[src/rtl/imem_arbiter.sv]
// imem_arbiter: shares one single-port, variable-latency memory between the
// instruction-fetch (IF) stage and the load/store (MEM) stage.
//  - IDLE/FETCH/DATA FSM serialises accesses, with at least one IDLE cycle between them.
//  - Data has priority. After STARVE_MAX consecutive data grants while fetch waits,
//    the next grant goes to fetch.
//  - if_stall holds the IF stage until its fetch completes.
// Ports:
//  clk, rst                 clock (rising edge), async active-high reset
//  if_ce/if_addr            fetch request and address (held while if_stall)
//  if_rdata/if_stall        fetched word (valid when if_stall drops), IF stall
//  d_req/d_we/d_addr/...    data request and fields (held until d_ack)
//  d_rdata/d_ack            load data and one-cycle completion pulse
//  mem_*                    memory port: request held until mem_ready
module imem_arbiter #(
  parameter int unsigned AW         = 32,
  parameter int unsigned DW         = 32,
  parameter int unsigned STARVE_MAX = 4
) (
  input  logic            clk,
  input  logic            rst,
  input  logic            if_ce,
  input  logic [AW-1:0]   if_addr,
  output logic [DW-1:0]   if_rdata,
  output logic            if_stall,
  input  logic            d_req,
  input  logic            d_we,
  input  logic [AW-1:0]   d_addr,
  input  logic [DW-1:0]   d_wdata,
  input  logic [DW/8-1:0] d_wstrb,
  output logic [DW-1:0]   d_rdata,
  output logic            d_ack,
  output logic            mem_req,
  output logic            mem_we,
  output logic [AW-1:0]   mem_addr,
  output logic [DW-1:0]   mem_wdata,
  output logic [DW/8-1:0] mem_wstrb,
  input  logic [DW-1:0]   mem_rdata,
  input  logic            mem_ready
);

  localparam int unsigned CW = $clog2(STARVE_MAX + 1);

  typedef enum logic [1:0] {
    IDLE  = 2'd0,
    FETCH = 2'd1,
    DATA  = 2'd2
  } state_t;

  state_t          state, state_d;
  logic [CW-1:0]   starve_cnt;
  logic            starved;
  logic            grant_fetch;
  logic            grant_data;
  logic            fetch_done;
  logic [DW-1:0]   if_rdata_q;
  logic [DW-1:0]   d_rdata_q;

  assign starved    = if_ce && (starve_cnt == CW'(STARVE_MAX));
  assign fetch_done = (state == FETCH) && mem_ready;
  assign d_ack      = (state == DATA) && mem_ready;
  assign if_stall   = if_ce && !fetch_done;

  // Read data bypasses the holding register in the completion cycle, so the
  // consumer sees it in the same cycle its stall drops or its ack fires.
  assign if_rdata = fetch_done ? mem_rdata : if_rdata_q;
  assign d_rdata  = d_ack ? mem_rdata : d_rdata_q;

  always_comb begin
    state_d     = state;
    grant_fetch = 1'b0;
    grant_data  = 1'b0;
    case (state)
      IDLE: begin
        if (d_req && !starved) begin
          state_d    = DATA;
          grant_data = 1'b1;
        end else if (if_ce) begin
          state_d     = FETCH;
          grant_fetch = 1'b1;
        end
      end
      FETCH, DATA: begin
        if (mem_ready) state_d = IDLE;
      end
      default: state_d = IDLE;
    endcase
  end

  always_ff @(posedge clk or posedge rst) begin
    if (rst) state <= IDLE;
    else     state <= state_d;
  end

  // Saturating count of data grants made while fetch was waiting.
  always_ff @(posedge clk or posedge rst) begin
    if (rst) begin
      starve_cnt <= '0;
    end else if (grant_data && if_ce) begin
      if (starve_cnt != CW'(STARVE_MAX)) starve_cnt <= starve_cnt + CW'(1);
    end else if (grant_fetch) begin
      starve_cnt <= '0;
    end else if ((state == IDLE) && !if_ce) begin
      starve_cnt <= '0;
    end
  end

  // Memory port fields are captured on the grant edge and held until mem_ready.
  always_ff @(posedge clk or posedge rst) begin
    if (rst) begin
      mem_req   <= 1'b0;
      mem_we    <= 1'b0;
      mem_addr  <= '0;
      mem_wdata <= '0;
      mem_wstrb <= '0;
    end else if (grant_data) begin
      mem_req   <= 1'b1;
      mem_we    <= d_we;
      mem_addr  <= d_addr;
      mem_wdata <= d_wdata;
      mem_wstrb <= d_we ? d_wstrb : '0;
    end else if (grant_fetch) begin
      mem_req   <= 1'b1;
      mem_we    <= 1'b0;
      mem_addr  <= if_addr;
      mem_wdata <= '0;
      mem_wstrb <= '0;
    end else if (mem_ready && (state != IDLE)) begin
      mem_req <= 1'b0;
    end
  end

  always_ff @(posedge clk or posedge rst) begin
    if (rst) begin
      if_rdata_q <= '0;
      d_rdata_q  <= '0;
    end else begin
      if (fetch_done) if_rdata_q <= mem_rdata;
      if (d_ack)      d_rdata_q  <= mem_rdata;
    end
  end

endmodule

[config.mk]
export PLATFORM = sky130hd
export DESIGN_NAME = imem_arbiter
export DESIGN_NICKNAME = d
export VERILOG_FILES = /design/src/rtl/imem_arbiter.sv
export SDC_FILE = /design/constraint.sdc
export NUM_CORES = 1
export LEC_CHECK = 0
export ABC_AREA = 1
export ABC_CLOCK_PERIOD_IN_PS = 5300
export BUFFER_PORTS_ARGS = -buffer_cell sky130_fd_sc_hd__buf_2
export CORE_MARGIN = 4
export CORE_UTILIZATION = 30
export CTS_BUF_LIST = sky130_fd_sc_hd__clkbuf_4
export CTS_CLUSTER_DIAMETER = 50
export CTS_CLUSTER_SIZE = 16
export DETAILED_ROUTE_END_ITERATION = 8
export SLEW_MARGIN = 15
export SYNTH_ARGS = -nofsm -noshare
export SYNTH_HDL_FRONTEND = slang
export SYNTH_SLANG_ARGS = --single-unit
export TNS_END_PERCENT = 10
[constraint.sdc]
create_clock -name clk -period 5.3 [get_ports clk]
set_input_delay 0.53 -clock clk [delete_from_list [all_inputs] [get_ports clk]]
set_output_delay 0.53 -clock clk [all_outputs]
set_load 0.01 [all_outputs]
==> results of run 1 <==
per-stage QoR:
stage | setup WS [ns] | instances | total power (µW) | utilization (%) | instance area (µm²)
detailed placement | 2.39 | 1285 | 3740 | 38.1 | 7720
floorplan | 1.05 | 777 | 2930 | - | 6190
CTS | 2.08 | 1317 | 4510 | 39.6 | 8020
global route | 1.87 | 1318 | 4820 | 39.7 | 8020
finish | 2.20 | 1318 | 4420 | 39.7 | 8020
global placement | 2.41 | 1285 | 3710 | 38.1 | 7720
state kept, by name, summed over array words and instances (netlist names):
register,flops
d_rdata_q,32
mem_wdata,32
starve_cnt,3
mem_addr,32
mem_wstrb,4
mem_we,1
mem_req,1
state,2
if_rdata_q,32
cells by family (layout without fill, tap and decap cells):
family	after synthesis	after routing	share of synthesized area, %
xor gates and xnor gates	1	1	0.142
AOI/OAI and AO/OA	108	108	8.74
other	0	1	0
and+or+nand+nor	314	314	20.1
DFF	139	139	56.2
buffers and inverters	210	480	13.8
adders and majority gates	5	5	1.01
placed cells by master (no fill, tap or decap), drive strengths merged:
cell type | synthesis | routed
nand4 | 1 | 1
clkinv | 10 | 17
o21ai | 106 | 106
buf | 26 | 275
nand2 | 277 | 277
bufinv | 0 | 3
clkbuf | 11 | 18
diode | 0 | 1
xnor2 | 1 | 1
ha | 5 | 5
dfrtp | 139 | 139
nor2 | 1 | 1
inv | 163 | 165
a21oi | 2 | 2
clkinvlp | 0 | 2
nand3 | 35 | 35
final cells by class:
type / count / area (µm²) / share of cell area [%]
clock inverters: 14 / 170 / 2.12
clock buffers: 18 / 135 / 1.68
repair buffers: 275 / 1380 / 17.2
multi-input cells: 428 / 1860 / 23.2
flip-flops and latches: 139 / 3480 / 43.3
well taps: 270 / 338 / 4.21
inverters: 173 / 657 / 8.19
diodes: 1 / 2.50 / 0.0312
how the worst max path moves through the flow:
stage	startpoint	endpoint	slack (ns)
6_report	state[0]	d_rdata[24]	2.20
2_1_floorplan	rst	d_rdata_q[0]	1.05
4_1_cts	state[0]	d_rdata[24]	2.08
3_5_place_dp	if_ce	mem_addr[30]	2.39
5_1_grt	state[0]	d_rdata[24]	1.87
3_3_place_gp	if_ce	mem_addr[11]	2.41
per-layer routing:
| layer | global-route usage [%] | vias up | routed length, µm |
|---|---|---|---|
| li1 | - | 2825 | - |
| met1 | 17.9 | 2443 | 7350 |
| met2 | 24.5 | 194 | 7840 |
| met3 | 5.26 | 19 | 1620 |
| met4 | 4.36 | 0 | 191 |
| met5 | 0 | - | 0 |
power by group through the flow:
stage | registers [µW] | clock network (µW) | logic, µW
after floorplan | 1880 | 0 | 1050
after global placement | 1770 | 0 | 1940
after detailed placement | 1770 | 0 | 1970
after CTS | 1760 | 779 | 1970
after global routing | 1810 | 819 | 2190
final | 1760 | 739 | 1920
critical path: stages (launching register included):
cell and delay, ns:
dfrtp_1 0.42, inv_1 0.09, ha_1 0.16, nand2_2 0.57, o21ai_0 0.59, buf_2 0.21
==> flow_metrics.env, run 1 <==
export IMPL_yosys_top_cells_area="dfrtp_1, nand2_1, inv_1"
export IMPL_min_path_type="input port to async pin"
export IMPL_die_area_um2=23000
export IMPL_dr_pass1_iters=4
export IMPL_cp_required_ns=4.77
export IMPL_root_buffer="clkbuf_4"
export IMPL_pwr_share_comb_pct=43.5
export IMPL_grt_max_degree=83
export IMPL_postRouteWirelength_mm=17.0
export IMPL_cts_resized=0
export IMPL_nets=1177
export IMPL_grt_pass1_wl_mm=26.6
export IMPL_clk_pin_slew_ns=0.13
export IMPL_h_tree_depth=4
export IMPL_place_gp_congestion=0.767
export IMPL_worstPathMaxFanout=65
export IMPL_power_frac_seq_pct=39.8
export IMPL_first_global_vias=5272
export IMPL_dp_hpwl_mm=12.1
export IMPL_synthArstFlopShare_pct=100
export IMPL_core_area_um2=20200
export IMPL_vias_per_cell=4.16
export IMPL_p_int_uw=2580
export IMPL_ys_ff_latch=139
export IMPL_rrSetupSlack_ns=2.47
export IMPL_drive_gt1_share_pct=31.8
export IMPL_cts_hold_buf=0
export IMPL_netlist_top_cells_count="nand2_1, inv_1, dfrtp_1"
export IMPL_grt_util_all_layers_pct=14.7
export IMPL_power_density_nw_per_um2=551
export IMPL_tns_ns=0
export IMPL_area_growth_pct=29.7
export IMPL_hold_viol=0
export IMPL_fillCellCount=2108
export IMPL_postCtsSetupBuffers=0
export IMPL_drc=0
export IMPL_path_class="flip-flop to output pin"
export IMPL_r2r_end="mem_addr[27]"
export IMPL_portBuffers=273
export IMPL_tightest_slew_ns=1.04
export IMPL_rsz0062_at_grt="no"
export IMPL_synth_edf_count=0
export IMPL_grt_ovfl_total=0
export IMPL_die_h_um=152
export IMPL_outcome="finished, final reports clean"
export IMPL_fmax_mhz=323
export IMPL_syn_mean_instance_area_um2=7.96
export IMPL_yosysSeqAreaShare_pct=56.2
export IMPL_clockPowerShare_pct=16.7
export IMPL_netlist_area_leader_share_pct=56.2
export IMPL_power_share_switching_pct=41.6
export IMPL_yosys_area_top_type="dfrtp_1"
export IMPL_yosysWarningCount=0
export IMPL_hold_slack_ns=0.113
export IMPL_worstSetupEndpointType="output pin"
export IMPL_drtIter0Drc=120
export IMPL_synthFlopType="dfrtp_1"
export IMPL_synth_most_common_cell="nand2_1"
export IMPL_relSlewSlack_pct=30.2
export IMPL_ant_nets=0
export IMPL_dieWidth_um=152
export IMPL_antenna_found_initial=1
export IMPL_finalCritPeriodShare_pct=58.4
export IMPL_cts_inserted_buffers=17
export IMPL_reg2reg_depth=8
export IMPL_clockBufferDepth=2
export IMPL_syn_nets=920
export IMPL_vias=5481
export IMPL_slew_viol_final=0
export IMPL_synth_cell_type_count=22
export IMPL_cts_num_sinks=139
export IMPL_min_period_ns=3.10
export IMPL_finalClockSkew_ns=0.0246
export IMPL_r2r_start="starve_cnt[0]"
export IMPL_finalSetupViolCount=0
export IMPL_initial_core_util_pct=30.6
export IMPL_rows=52
export IMPL_max_cap_violations=0
export IMPL_cts_tree="done"
export IMPL_p_switching_uw=1840
export IMPL_ios=274
export IMPL_clk_latency_ns=0.52
export IMPL_wl_per_cell_um=12.9
export IMPL_p_leak_uw=0.00494
export IMPL_arrival_ns=2.57
export IMPL_synthesis_instances=777
export IMPL_ir_worst_vdd_uv=199
export IMPL_netlist_area_um2=6190
export IMPL_critPathLaunchType="flip-flop"
Note: power is estimated with default switching activity, not from simulation.
==> run 2: changes to the inputs <==
Settings changed: ABC_AREA 1 to 0, ABC_CLOCK_PERIOD_IN_PS 5300 to 3200.
Clock period 5.3 ns to 3.2 ns, I/O delays scaled along.
==> run 2 against run 1 <==
Against the previous run: first-iteration DRC count shrank 2.5%; sequential power increased by 66%; via count fell by 19%.
==> flow_metrics.env, run 2 <==
export IMPL_yosysSeqAreaShare_pct=62.8
export IMPL_arrival_ns=3.18
export IMPL_yosys_area_share_simple_pct=5.19
export IMPL_root_buffer="clkbuf_4"
export IMPL_ant_nets=0
export IMPL_finish_utilization_pct=45.1
export IMPL_antenna_found_initial=1
export IMPL_first_global_vias=4763
export IMPL_core_area_um2=18100
export IMPL_tightest_slew_ns=0.848
export IMPL_worstSetupEndpointType="flip-flop"
export IMPL_synth_adder_area_share_pct=1.13
export IMPL_ios=274
export IMPL_rows=49
export IMPL_finalCritPeriodShare_pct=86.7
export IMPL_vias_per_cell=4.64
export IMPL_clk_latency_ns=0.51
export IMPL_dp_hpwl_mm=11.2
export IMPL_slew_viol_final=0
export IMPL_clk_pin_slew_ns=0.12
export IMPL_cp_required_ns=3.61
export IMPL_outcome="finished, final reports clean"
export IMPL_min_period_ns=2.77
export IMPL_syn_nets=514
export IMPL_fillCellCount=1680
export IMPL_critPathLaunchType="flip-flop"
export IMPL_max_cap_violations=0
export IMPL_ys_ff_latch=139
export IMPL_synthMuxAreaShare_pct=13.2
export IMPL_syn_mean_instance_area_um2=14.9
export IMPL_fmax_mhz=361
export IMPL_drtIter0Drc=117
export IMPL_synth_compound_area_share_pct=13.8
export IMPL_power_density_nw_per_um2=937
export IMPL_design_area_um2=8160
export IMPL_synth_cell_type_count=30
export IMPL_dp_cells=855
export IMPL_yosys_area_top_type="dfrtp_1"
export IMPL_rsz0062_at_grt="no"
export IMPL_top_layer_used="met5"
export IMPL_drc=0
export IMPL_dpl_cell_area_um2=7100
export IMPL_die_h_um=144
export IMPL_wl_per_cell_um=16.5
export IMPL_postRouteWirelength_mm=15.8
export IMPL_finalClockSkew_ns=0.0118
export IMPL_grt_util_all_layers_pct=15.0
export IMPL_h_tree_depth=4
export IMPL_synth_most_common_cell="dfrtp_1"
export IMPL_place_gp_congestion=0.790
export IMPL_tns_ns=0
export IMPL_ir_worst_vdd_uv=376
export IMPL_layout_cells_non_filler=957
export IMPL_drt_met1_wl_mm=6.40
export IMPL_synthFlopType="dfrtp_1"
export IMPL_netlist_area_leader_share_pct=62.8
export IMPL_synth_xor_area_share_pct=0
export IMPL_portBuffers=273
export IMPL_relSlewSlack_pct=43.3
export IMPL_nets=858
export IMPL_worstPathMaxFanout=21
export IMPL_initial_core_util_pct=30.6
export IMPL_netlist_top_cells_count="dfrtp_1, mux2_2, a22o_1"
export IMPL_yosysWarningCount=0
export IMPL_cts_resized=0
export IMPL_wl_met3_mm=1.22
export IMPL_synth_top_family_by_area="compound AO/OA/AOI/OAI gates"
export IMPL_grt_max_degree=52
export IMPL_hold_viol=0
export IMPL_clockBufferDepth=2
export IMPL_cts_tree="done"
export IMPL_netlist_area_um2=5540
export IMPL_drive_gt1_share_pct=55.2
export IMPL_path_class="flip-flop to flip-flop"
export IMPL_finalSetupViolCount=0
export IMPL_diodes=0
export IMPL_cts_inserted_buffers=17
export IMPL_grt_pass1_wl_mm=24.4
export IMPL_grt_ovfl_total=0
export IMPL_dr_pass1_iters=4
export IMPL_synth_edf_count=0
export IMPL_wl_met2_mm=7.88
export IMPL_p_leak_uw=0.00399
export IMPL_vias=4441
export IMPL_final_cell_mix="buf_2, dfrtp_1, dlygate4sd3_1, mux2_2, a22o_1"
export IMPL_synthArstFlopShare_pct=100
export IMPL_yosys_top_cells_area="dfrtp_1, mux2_2, a22o_1"
export IMPL_finalPower_uw=7650
export IMPL_area_growth_pct=47.2
export IMPL_die_area_um2=20700
export IMPL_synthesis_instances=371
export IMPL_dieWidth_um=144
export IMPL_min_path_type="input port to flip-flop"
export IMPL_cts_num_sinks=139
export IMPL_final_common_cell="buf_2"
run 2: cell types whose count changed in the layout (fill, tap and decap cells not counted), moves of 12 or more:
cell | before | now
nand2_1 | 273 | 6
inv_1 | 141 | 9
o21ai_0 | 94 | 2
dlygate4sd3_1 | 0 | 70
mux2_2 | 0 | 64
a22o_1 | 0 | 33
nand2b_1 | 0 | 32
nand3_1 | 33 | 2
o221a_2 | 0 | 22
inv_2 | 20 | 0
o21ai_1 | 12 | 0
run 2: metal layers:
metal,up-vias,GRT usage (%)
met5,-,0
met4,2,5.20
met3,22,4.63
met2,183,25.7
met1,2171,17.8
li1,2063,-
run 2: cell type report:
| type | instances | area [µm²] | area share (%) |
|---|---|---|---|
| Sequential cell | 139 | 3480 | 42.6 |
| Timing Repair Buffer | 351 | 2150 | 26.4 |
| Multi-Input combinational cell | 196 | 1850 | 22.6 |
| Tap cell | 229 | 287 | 3.51 |
| Clock inverter | 14 | 218 | 2.67 |
| Clock buffer | 18 | 135 | 1.66 |
| Inverter | 10 | 41.3 | 0.506 |
run 2: critical path: stages, from the launching register on:
cell           delay [ns]
dfrtp_1              0.41
inv_1                0.11
ha_1                 0.42
nand3_1              0.50
buf_4                0.39
o221a_2              0.28
dlygate4sd3_1        0.55
run 2: per-stage QoR:
step,worst slack (ns),hold slack (ns)
3_3_place_gp,1.06,0.472
6_report,0.427,0.0781
5_1_grt,0.228,0.00287
2_1_floorplan,1.14,0.432
4_1_cts,0.425,0.00144
3_5_place_dp,0.966,0.477
run 2: final timing paths:
path | start | end | slack [ns] | depth (start not counted)
worst max register to register | state[0] | mem_addr[29] | 0.43 | 6
worst max-delay path | state[0] | mem_addr[29] | 0.43 | 6
worst min register to register | d_rdata_q[25] | d_rdata_q[25] | 0.51 | 1
min in group asynchronous | rst | mem_wdata[24] | 0.48 | 4
worst min-delay path | if_addr[7] | mem_addr[7] | 0.08 | 2
max in group asynchronous | rst | d_rdata_q[0] | 2.20 | 4
run 2: power by group:
part           switching [µW]  internal (µW)  total (µW)  leakage (µW)
combinational            1730           1650        3380       0.00214
clock                     638            712        1350      0.000181
sequential                332           2590        2920       0.00166
run 2: repair_timing:
item,in CTS,in global routing
buffers inserted,0,0
hold buffers,70,0
endpoints found under the hold margin,175,0
run 2: cells by family (layout without fill, tap and decap cells):
| group | after synthesis | after routing |
|---|---|---|
| simple gates | 48 | 48 |
| buf+inv | 36 | 393 |
| compound gates | 78 | 78 |
| mux | 65 | 65 |
| flops | 139 | 139 |
| fa+ha+maj | 5 | 5 |
